===== src/rtl/gan_pkg.sv =====
// rtl/gan_pkg.sv - shared Q8.24 constants, frame size, FSM encoding and saturation helper
package gan_pkg;

  localparam int Q_W = 32;
  localparam logic signed [Q_W-1:0] Q_ONE  = 32'sh01000000;
  localparam logic signed [Q_W-1:0] Q_ZERO = 32'sh00000000;
  localparam logic signed [Q_W-1:0] Q_HALF = 32'sh00800000;

  localparam int FRAME_PIX = 9;

  localparam logic [1:0] S_IDLE   = 2'd0;
  localparam logic [1:0] S_STREAM = 2'd1;
  localparam logic [1:0] S_DONE   = 2'd2;

  typedef enum logic [1:0] {
    ST_IDLE   = S_IDLE,
    ST_STREAM = S_STREAM,
    ST_DONE   = S_DONE
  } ser_state_t;

  // Clamp a wide signed value to the signed range of a w-bit word.
  function automatic logic signed [63:0] saturate(input logic signed [63:0] x, input int w);
    logic signed [63:0] hi;
    logic signed [63:0] lo;
    hi = (64'sd1 <<< (w - 1)) - 64'sd1;
    lo = -hi - 64'sd1;
    if (x > hi) return hi;
    else if (x < lo) return lo;
    else return x;
  endfunction

endpackage


===== src/rtl/gan_frame_serializer_if.sv =====
// rtl/gan_frame_serializer_if.sv - capture strobe, beat stream and status bundle of the frame serializer
interface gan_frame_serializer_if #(parameter int WIDTH = 32);
  import gan_pkg::*;

  logic                         start;
  logic [FRAME_PIX*WIDTH-1:0]   pix_in;
  logic signed [WIDTH-1:0]      disc_in;
  logic                         out_ready;
  logic                         out_valid;
  logic signed [WIDTH-1:0]      out_data;
  logic                         out_bit;
  logic [3:0]                   out_idx;
  logic                         out_last;
  logic                         busy;
  logic                         verdict;
  logic                         frame_done;
  logic                         overrun;

  modport master (
    output start, pix_in, disc_in, out_ready,
    input  out_valid, out_data, out_bit, out_idx, out_last,
    input  busy, verdict, frame_done, overrun
  );

  modport slave (
    input  start, pix_in, disc_in, out_ready,
    output out_valid, out_data, out_bit, out_idx, out_last,
    output busy, verdict, frame_done, overrun
  );

endinterface


===== src/rtl/gan_sat_adder9.sv =====
// rtl/gan_sat_adder9.sv - sum of nine signed words with 4 guard bits, saturated back to WIDTH
module gan_sat_adder9
  import gan_pkg::*;
#(
  parameter int WIDTH = 32
) (
  input  logic [FRAME_PIX*WIDTH-1:0] i_pix,
  output logic signed [WIDTH-1:0]    o_sum
);

  localparam int ACC_W = WIDTH + 4;

  logic signed [ACC_W-1:0] w_acc;

  always_comb begin
    w_acc = '0;
    for (int k = 0; k < FRAME_PIX; k++) begin
      w_acc = w_acc + ACC_W'($signed(i_pix[k*WIDTH +: WIDTH]));
    end
    o_sum = WIDTH'(saturate(64'(w_acc), WIDTH));
  end

endmodule


===== src/rtl/gan_frame_serializer.sv =====
// rtl/gan_frame_serializer.sv - latches a 3x3 Q8.24 frame plus score and streams it one pixel per beat
// Optional checksum beat (idx 9) enabled by defining GAN_SERIALIZER_CHECKSUM_EN.
module gan_frame_serializer
  import gan_pkg::*;
#(
  parameter int                      WIDTH       = 32,
  parameter logic signed [WIDTH-1:0] PIX_THRESH  = 32'sh00800000,
  parameter logic signed [WIDTH-1:0] DISC_THRESH = 32'sh00800000
) (
  input  logic                   i_clk,
  input  logic                   i_rst_n,
  gan_frame_serializer_if.slave  bus
);

`ifdef GAN_SERIALIZER_CHECKSUM_EN
  localparam logic [3:0] LAST = 4'd9;
`else
  localparam logic [3:0] LAST = 4'd8;
`endif

  ser_state_t                  r_state;
  logic [FRAME_PIX*WIDTH-1:0]  r_frame;
  logic [3:0]                  r_idx;
  logic signed [WIDTH-1:0]     r_data;
  logic                        r_bit;
  logic                        r_last;
  logic                        r_verdict;
  logic                        r_overrun;

  logic [3:0]                  w_nidx;
  logic signed [WIDTH-1:0]     w_ndata;
  logic                        w_nbit;
  logic signed [WIDTH-1:0]     w_pix0;

  assign w_pix0 = $signed(bus.pix_in[WIDTH-1:0]);

`ifdef GAN_SERIALIZER_CHECKSUM_EN
  logic signed [WIDTH-1:0] w_sum;

  gan_sat_adder9 #(.WIDTH(WIDTH)) u_sum (
    .i_pix (r_frame),
    .o_sum (w_sum)
  );
`endif

  // Next beat is prepared from the latched frame so the outputs are pure registers.
  always_comb begin
    w_nidx  = r_idx + 4'd1;
    w_ndata = '0;
    w_nbit  = 1'b0;
    if (w_nidx < 4'(FRAME_PIX)) begin
      w_ndata = $signed(r_frame[int'(w_nidx)*WIDTH +: WIDTH]);
      w_nbit  = (w_ndata >= PIX_THRESH);
    end
`ifdef GAN_SERIALIZER_CHECKSUM_EN
    else begin
      w_ndata = w_sum;
    end
`endif
  end

  always_ff @(posedge i_clk or negedge i_rst_n) begin
    if (!i_rst_n) begin
      r_state   <= ST_IDLE;
      r_frame   <= '0;
      r_idx     <= '0;
      r_data    <= '0;
      r_bit     <= 1'b0;
      r_last    <= 1'b0;
      r_verdict <= 1'b0;
      r_overrun <= 1'b0;
    end else begin
      r_overrun <= bus.start && (r_state != ST_IDLE);
      case (r_state)
        ST_IDLE: begin
          if (bus.start) begin
            r_frame   <= bus.pix_in;
            r_verdict <= (bus.disc_in >= DISC_THRESH);
            r_idx     <= '0;
            r_data    <= w_pix0;
            r_bit     <= (w_pix0 >= PIX_THRESH);
            r_last    <= 1'b0;
            r_state   <= ST_STREAM;
          end
        end
        ST_STREAM: begin
          if (bus.out_ready) begin
            if (r_last) begin
              r_state <= ST_DONE;
            end else begin
              r_idx  <= w_nidx;
              r_data <= w_ndata;
              r_bit  <= w_nbit;
              r_last <= (w_nidx == LAST);
            end
          end
        end
        ST_DONE:  r_state <= ST_IDLE;
        default:  r_state <= ST_IDLE;
      endcase
    end
  end

  assign bus.out_valid  = (r_state == ST_STREAM);
  assign bus.out_data   = r_data;
  assign bus.out_bit    = r_bit;
  assign bus.out_idx    = r_idx;
  assign bus.out_last   = r_last;
  assign bus.busy       = (r_state != ST_IDLE);
  assign bus.verdict    = r_verdict;
  assign bus.frame_done = (r_state == ST_DONE);
  assign bus.overrun    = r_overrun;

endmodule

===== src/flat_wrapper.sv =====
// flat-port wrapper written by rule: the top's interface ports become plain ports
module gan_frame_serializer_flat import gan_pkg::*;
#(
  parameter int                      WIDTH       = 32,
  parameter logic signed [WIDTH-1:0] PIX_THRESH  = 32'sh00800000,
  parameter logic signed [WIDTH-1:0] DISC_THRESH = 32'sh00800000
)
  (i_clk, i_rst_n, bus_start, bus_pix_in, bus_disc_in, bus_out_ready, bus_out_valid, bus_out_data, bus_out_bit, bus_out_idx, bus_out_last, bus_busy, bus_verdict, bus_frame_done, bus_overrun);
  gan_frame_serializer_if #(.WIDTH(WIDTH)) bus_i ();
  input  logic i_clk;
  input  logic i_rst_n;
  input wire logic [$bits(bus_i.start)-1:0] bus_start;
  input wire logic [$bits(bus_i.pix_in)-1:0] bus_pix_in;
  input wire logic [$bits(bus_i.disc_in)-1:0] bus_disc_in;
  input wire logic [$bits(bus_i.out_ready)-1:0] bus_out_ready;
  output wire logic [$bits(bus_i.out_valid)-1:0] bus_out_valid;
  output wire logic [$bits(bus_i.out_data)-1:0] bus_out_data;
  output wire logic [$bits(bus_i.out_bit)-1:0] bus_out_bit;
  output wire logic [$bits(bus_i.out_idx)-1:0] bus_out_idx;
  output wire logic [$bits(bus_i.out_last)-1:0] bus_out_last;
  output wire logic [$bits(bus_i.busy)-1:0] bus_busy;
  output wire logic [$bits(bus_i.verdict)-1:0] bus_verdict;
  output wire logic [$bits(bus_i.frame_done)-1:0] bus_frame_done;
  output wire logic [$bits(bus_i.overrun)-1:0] bus_overrun;
  assign bus_i.start = bus_start;
  assign bus_i.pix_in = bus_pix_in;
  assign bus_i.disc_in = bus_disc_in;
  assign bus_i.out_ready = bus_out_ready;
  assign bus_out_valid = bus_i.out_valid;
  assign bus_out_data = bus_i.out_data;
  assign bus_out_bit = bus_i.out_bit;
  assign bus_out_idx = bus_i.out_idx;
  assign bus_out_last = bus_i.out_last;
  assign bus_busy = bus_i.busy;
  assign bus_verdict = bus_i.verdict;
  assign bus_frame_done = bus_i.frame_done;
  assign bus_overrun = bus_i.overrun;
  gan_frame_serializer #(.WIDTH(WIDTH), .PIX_THRESH(PIX_THRESH), .DISC_THRESH(DISC_THRESH)) u_core (.i_clk(i_clk), .i_rst_n(i_rst_n), .bus(bus_i));
endmodule

===== config.mk =====
export PLATFORM = sky130hd
export DESIGN_NAME = gan_frame_serializer_flat
export DESIGN_NICKNAME = d
export VERILOG_FILES = /design/src/rtl/gan_pkg.sv /design/src/rtl/gan_frame_serializer_if.sv /design/src/rtl/gan_sat_adder9.sv /design/src/rtl/gan_frame_serializer.sv /design/src/flat_wrapper.sv
export SDC_FILE = /design/constraint.sdc
export NUM_CORES = 1
export LEC_CHECK = 0
export CORE_UTILIZATION = 54
export CTS_BUF_LIST = sky130_fd_sc_hd__clkbuf_16
export DETAILED_ROUTE_END_ITERATION = 8
export GPL_TIMING_DRIVEN = 0
export PLACE_DENSITY = 0.86
export SLEW_MARGIN = 20
export SYNTH_ARGS = -nofsm -noshare
export SYNTH_HDL_FRONTEND = slang
export SYNTH_SLANG_ARGS = --single-unit

===== constraint.sdc =====
create_clock -name i_clk -period 3.25 [get_ports i_clk]
set_input_delay 0.325 -clock i_clk [delete_from_list [all_inputs] [get_ports i_clk]]
set_output_delay 0.325 -clock i_clk [all_outputs]
set_load 0.01 [all_outputs]

==> results.json <==
{
  "fillers": 1780,
  "period_needed_ns": 3.015,
  "synthesis.area_um2": 14900,
  "clockRootBuffer": "clkbuf_16",
  "yosysTopAreaCell": "dfrtp_1",
  "leakagePower_nw": 8.119,
  "hold_depth": 2,
  "drt_iter0_drc": 864,
  "min_from": "bus_pix_in[283]",
  "final_util_pct": 73.80,
  "grt.busiest_layer": "met2",
  "grt_util_met1_pct": 41.62,
  "ys_ff_latch": 330,
  "syn_nets": 1344,
  "clkSinkCount": 330,
  "core.rowCount": 60,
  "antenna_found_initial": 5,
  "gr-usage-met3_pct": 7.264,
  "maxSlewHeadroom_pct": 41.72,
  "drive_gt1_share_pct": 31.84,
  "synthTopCellsByCount": "330 x dfrtp_1, 289 x mux2_2, 63 x nor2_1",
  "core_area_um2": 27030,
  "dp_cells": 1706,
  "overflow": 0,
  "synth_top_area_share_pct": 55.44,
  "maxCapViolCount": 0,
  "ys_seq_area_share_pct": 55.44,
  "fin_nets": 1730,
  "postCtsSetupBuffers": 0,
  "critPathArrivalTime_ns": 3.40,
  "htree_levels": 2,
  "hold_end": "u_core.r_frame[283]$_DFFE_PN0P_",
  "final-seq-area_um2": 8258,
  "synth_area_leaders": "dfrtp_1 55%, mux2_2 22%, mux4_2 8.8%",
  "clk_latency_ns": 0.52,
  "reg2reg_slack_ns": 0.24,
  "r2r_start": "u_core.bus.out_idx[1]$_DFFE_PN0P_",
  "ant_nets": 0,
  "wl_um": 45300,
  "power.total_mw": 17.25,
  "yosysUniqueCellTypes": 42,
  "yosysMostFrequentCell": "dfrtp_1",
  "finalClockSkew_ns": 0.01586,
  "hpwl_um": 32860,
  "synth_edf_count": 0,
  "die_area_um2": 28250,
  "netlist_instances": 1018,
  "worstRegToRegCells": 8,
  "post_drt_via_cell_ratio": 6.054,
  "first_pass_iters": 5,
  "cts_buffer_depth": 3,
  "dp_slack_ns": 0.2822,
  "crit_fanout": 10,
  "grt_pass1_vias": 11790,
  "routedWlPerCell_um": 25.52,
  "ys.flop_type": "dfrtp_1",
  "p_per_area_nw_per_um2": 864.8,
  "avgSynthCellArea_um2": 14.63,
  "ios": 367,
  "startpoint_type": "flip-flop",
  "drc": 0,
  "irDropWorstVdd_mv": 0.4478,
  "fin_setup_tns_ns": 0,
  "cts_made_buffers": 36,
  "tightest_slew_ns": 0.8743,
  "setup_violations": 0,
  "rsz0062_at_grt": "no",
  "worst_r2r_endpoint": "u_core.bus.out_data[10]$_DFFE_PN0P_",
  "grt_use_met2_pct": 55.36,
  "place.gp.congestion": 0.8938,
  "area_delta_synth_final_pct": 33.90,
  "path_clk_slew_ns": 0.06,
  "die_y_um": 168.1,
  "via_count": 10750,
  "grt_pass1_wl_um": 69120,
  "max_freq_mhz": 331.7,
  "final_cells": 1775,
  "portBuffers": 343,
  "cp.required_ns": 3.64,
  "die_w_um": 168.1,
  "post-route-period-util_pct": 92.76,
  "critPathKind": "flip-flop to flip-flop",
  "cts_tree": "done",
  "cts_resized": 0,
  "outcome": "finished, final reports clean",
  "slew_viol_final": 0,
  "worst_hold_path_type": "input pin to flip-flop",
  "multiInputGateArea_um2": 6206,
  "hold_viol": 0,
  "grt_max_degree": 102,
  "yosysWarnings": 0,
  "start_util_pct": 55.12,
  "crit_path_end_kind": "flip-flop",
  "globalRouteTotalUtil_pct": 32.86,
  "setup_ws_ns": 0.2352,
  "synth-async-reset-ratio_pct": 100.0
}
## worst max path at each step
stage / from / to / slack (ns) / cells past startpoint
after floorplan: u_core.bus.out_idx[1]$_DFFE_PN0P_ / u_core.bus.out_data[10]$_DFFE_PN0P_ / 0.96 / 8
after global placement: i_rst_n / u_core.r_frame[202]$_DFFE_PN0P_ / -12.42 / 1
after detailed placement: u_core.bus.out_idx[1]$_DFFE_PN0P_ / u_core.bus.out_data[5]$_DFFE_PN0P_ / 0.28 / 8
after CTS: u_core.bus.out_idx[1]$_DFFE_PN0P_ / u_core.bus.out_data[5]$_DFFE_PN0P_ / 0.26 / 8
after global routing: u_core.bus.out_idx[1]$_DFFE_PN0P_ / u_core.bus.out_data[5]$_DFFE_PN0P_ / 0.03 / 8
final: u_core.bus.out_idx[1]$_DFFE_PN0P_ / u_core.bus.out_data[10]$_DFFE_PN0P_ / 0.24 / 8
## critical path, cell delays in order (launching register included)
cell and delay (ns):
dfrtp_1 0.46, ha_1 0.34, buf_4 0.25, buf_1 0.69, mux4_2 0.42, mux2i_1 0.22, o2bb2ai_1 0.11, a221oi_1 0.29
nor2_1 0.09
## per-stage QoR
stage / instance area [um^2] / hold slack (ns)
4_1_cts: 19930 / 0.4094
5_1_grt: 19950 / 0.4190
3_3_place_gp: 18760 / 0.4790
6_report: 19950 / 0.4178
2_1_floorplan: 14900 / 0.02941
3_5_place_dp: 18870 / 0.3954
## state kept, by name (all words and copies together), names as in the netlist
signal and cells:
u_core.bus.out_bit 1, u_core.bus.out_data 32, u_core.bus.out_idx 4, u_core.bus.out_last 1, u_core.bus.overrun 1, u_core.bus.verdict 1, u_core.r_frame 288, u_core.r_state 2
## cell usage in the layout, fill, tap and decap left out, types with 25 or more instances in the layout
master,netlist,routed
clkdlybuf4s50_1,0,342
dfrtp_1,330,330
mux2_2,289,289
nor2_1,63,63
mux4_2,58,58
nand2_1,44,44
buf_2,43,43
clkbuf_16,0,37
o2bb2ai_1,25,25
mux2i_1,25,25
## layout make-up
cell class / count / share of cell area [%]
Clock buffer: 37 / 4.642
Timing Repair Buffer: 348 / 17.84
Antenna cell: 5 / 0.06273
Tap cell: 341 / 2.139
Clock inverter: 26 / 0.6336
Multi-Input combinational cell: 610 / 31.11
Sequential cell: 330 / 41.40
Inverter: 5 / 0.09410
Buffer: 73 / 2.070
## where the power goes
part	switching, mW	internal (mW)	total (mW)	leakage (nW)
logic	3.18	3.78	6.96	3.69
clock network	1.62	2.12	3.74	0.567
registers	0.907	5.64	6.55	3.86
## layer usage
metal  share of wire [%]  up-vias  wire length, um
li1                    -     4558                -
met1                  39     5573            17730
met2                  50      497            22470
met3                 7.4      118             3371
met4                 3.8        0             1720
met5                   0        -                0
## timing repair
item,in CTS,in global routing
hold buffers,1,0
hold endpoints to repair,100,0
endpoints found under the setup margin,0,0
## cell families (layout without fill, tap and decap cells)
logic type      after synthesis  in the layout  synth area share, %
simple gates                138            138                3.923
xor+xnor                      4              4               0.4873
flops                       330            330                55.44
buf+inv                      78            489                2.898
mux                         372            372                32.30
compound gates               94             94                4.788
fa+ha+maj                     2              2               0.1680
other cells                   0              5                    0
No activity file was read; power rests on OpenSTA's default activity.
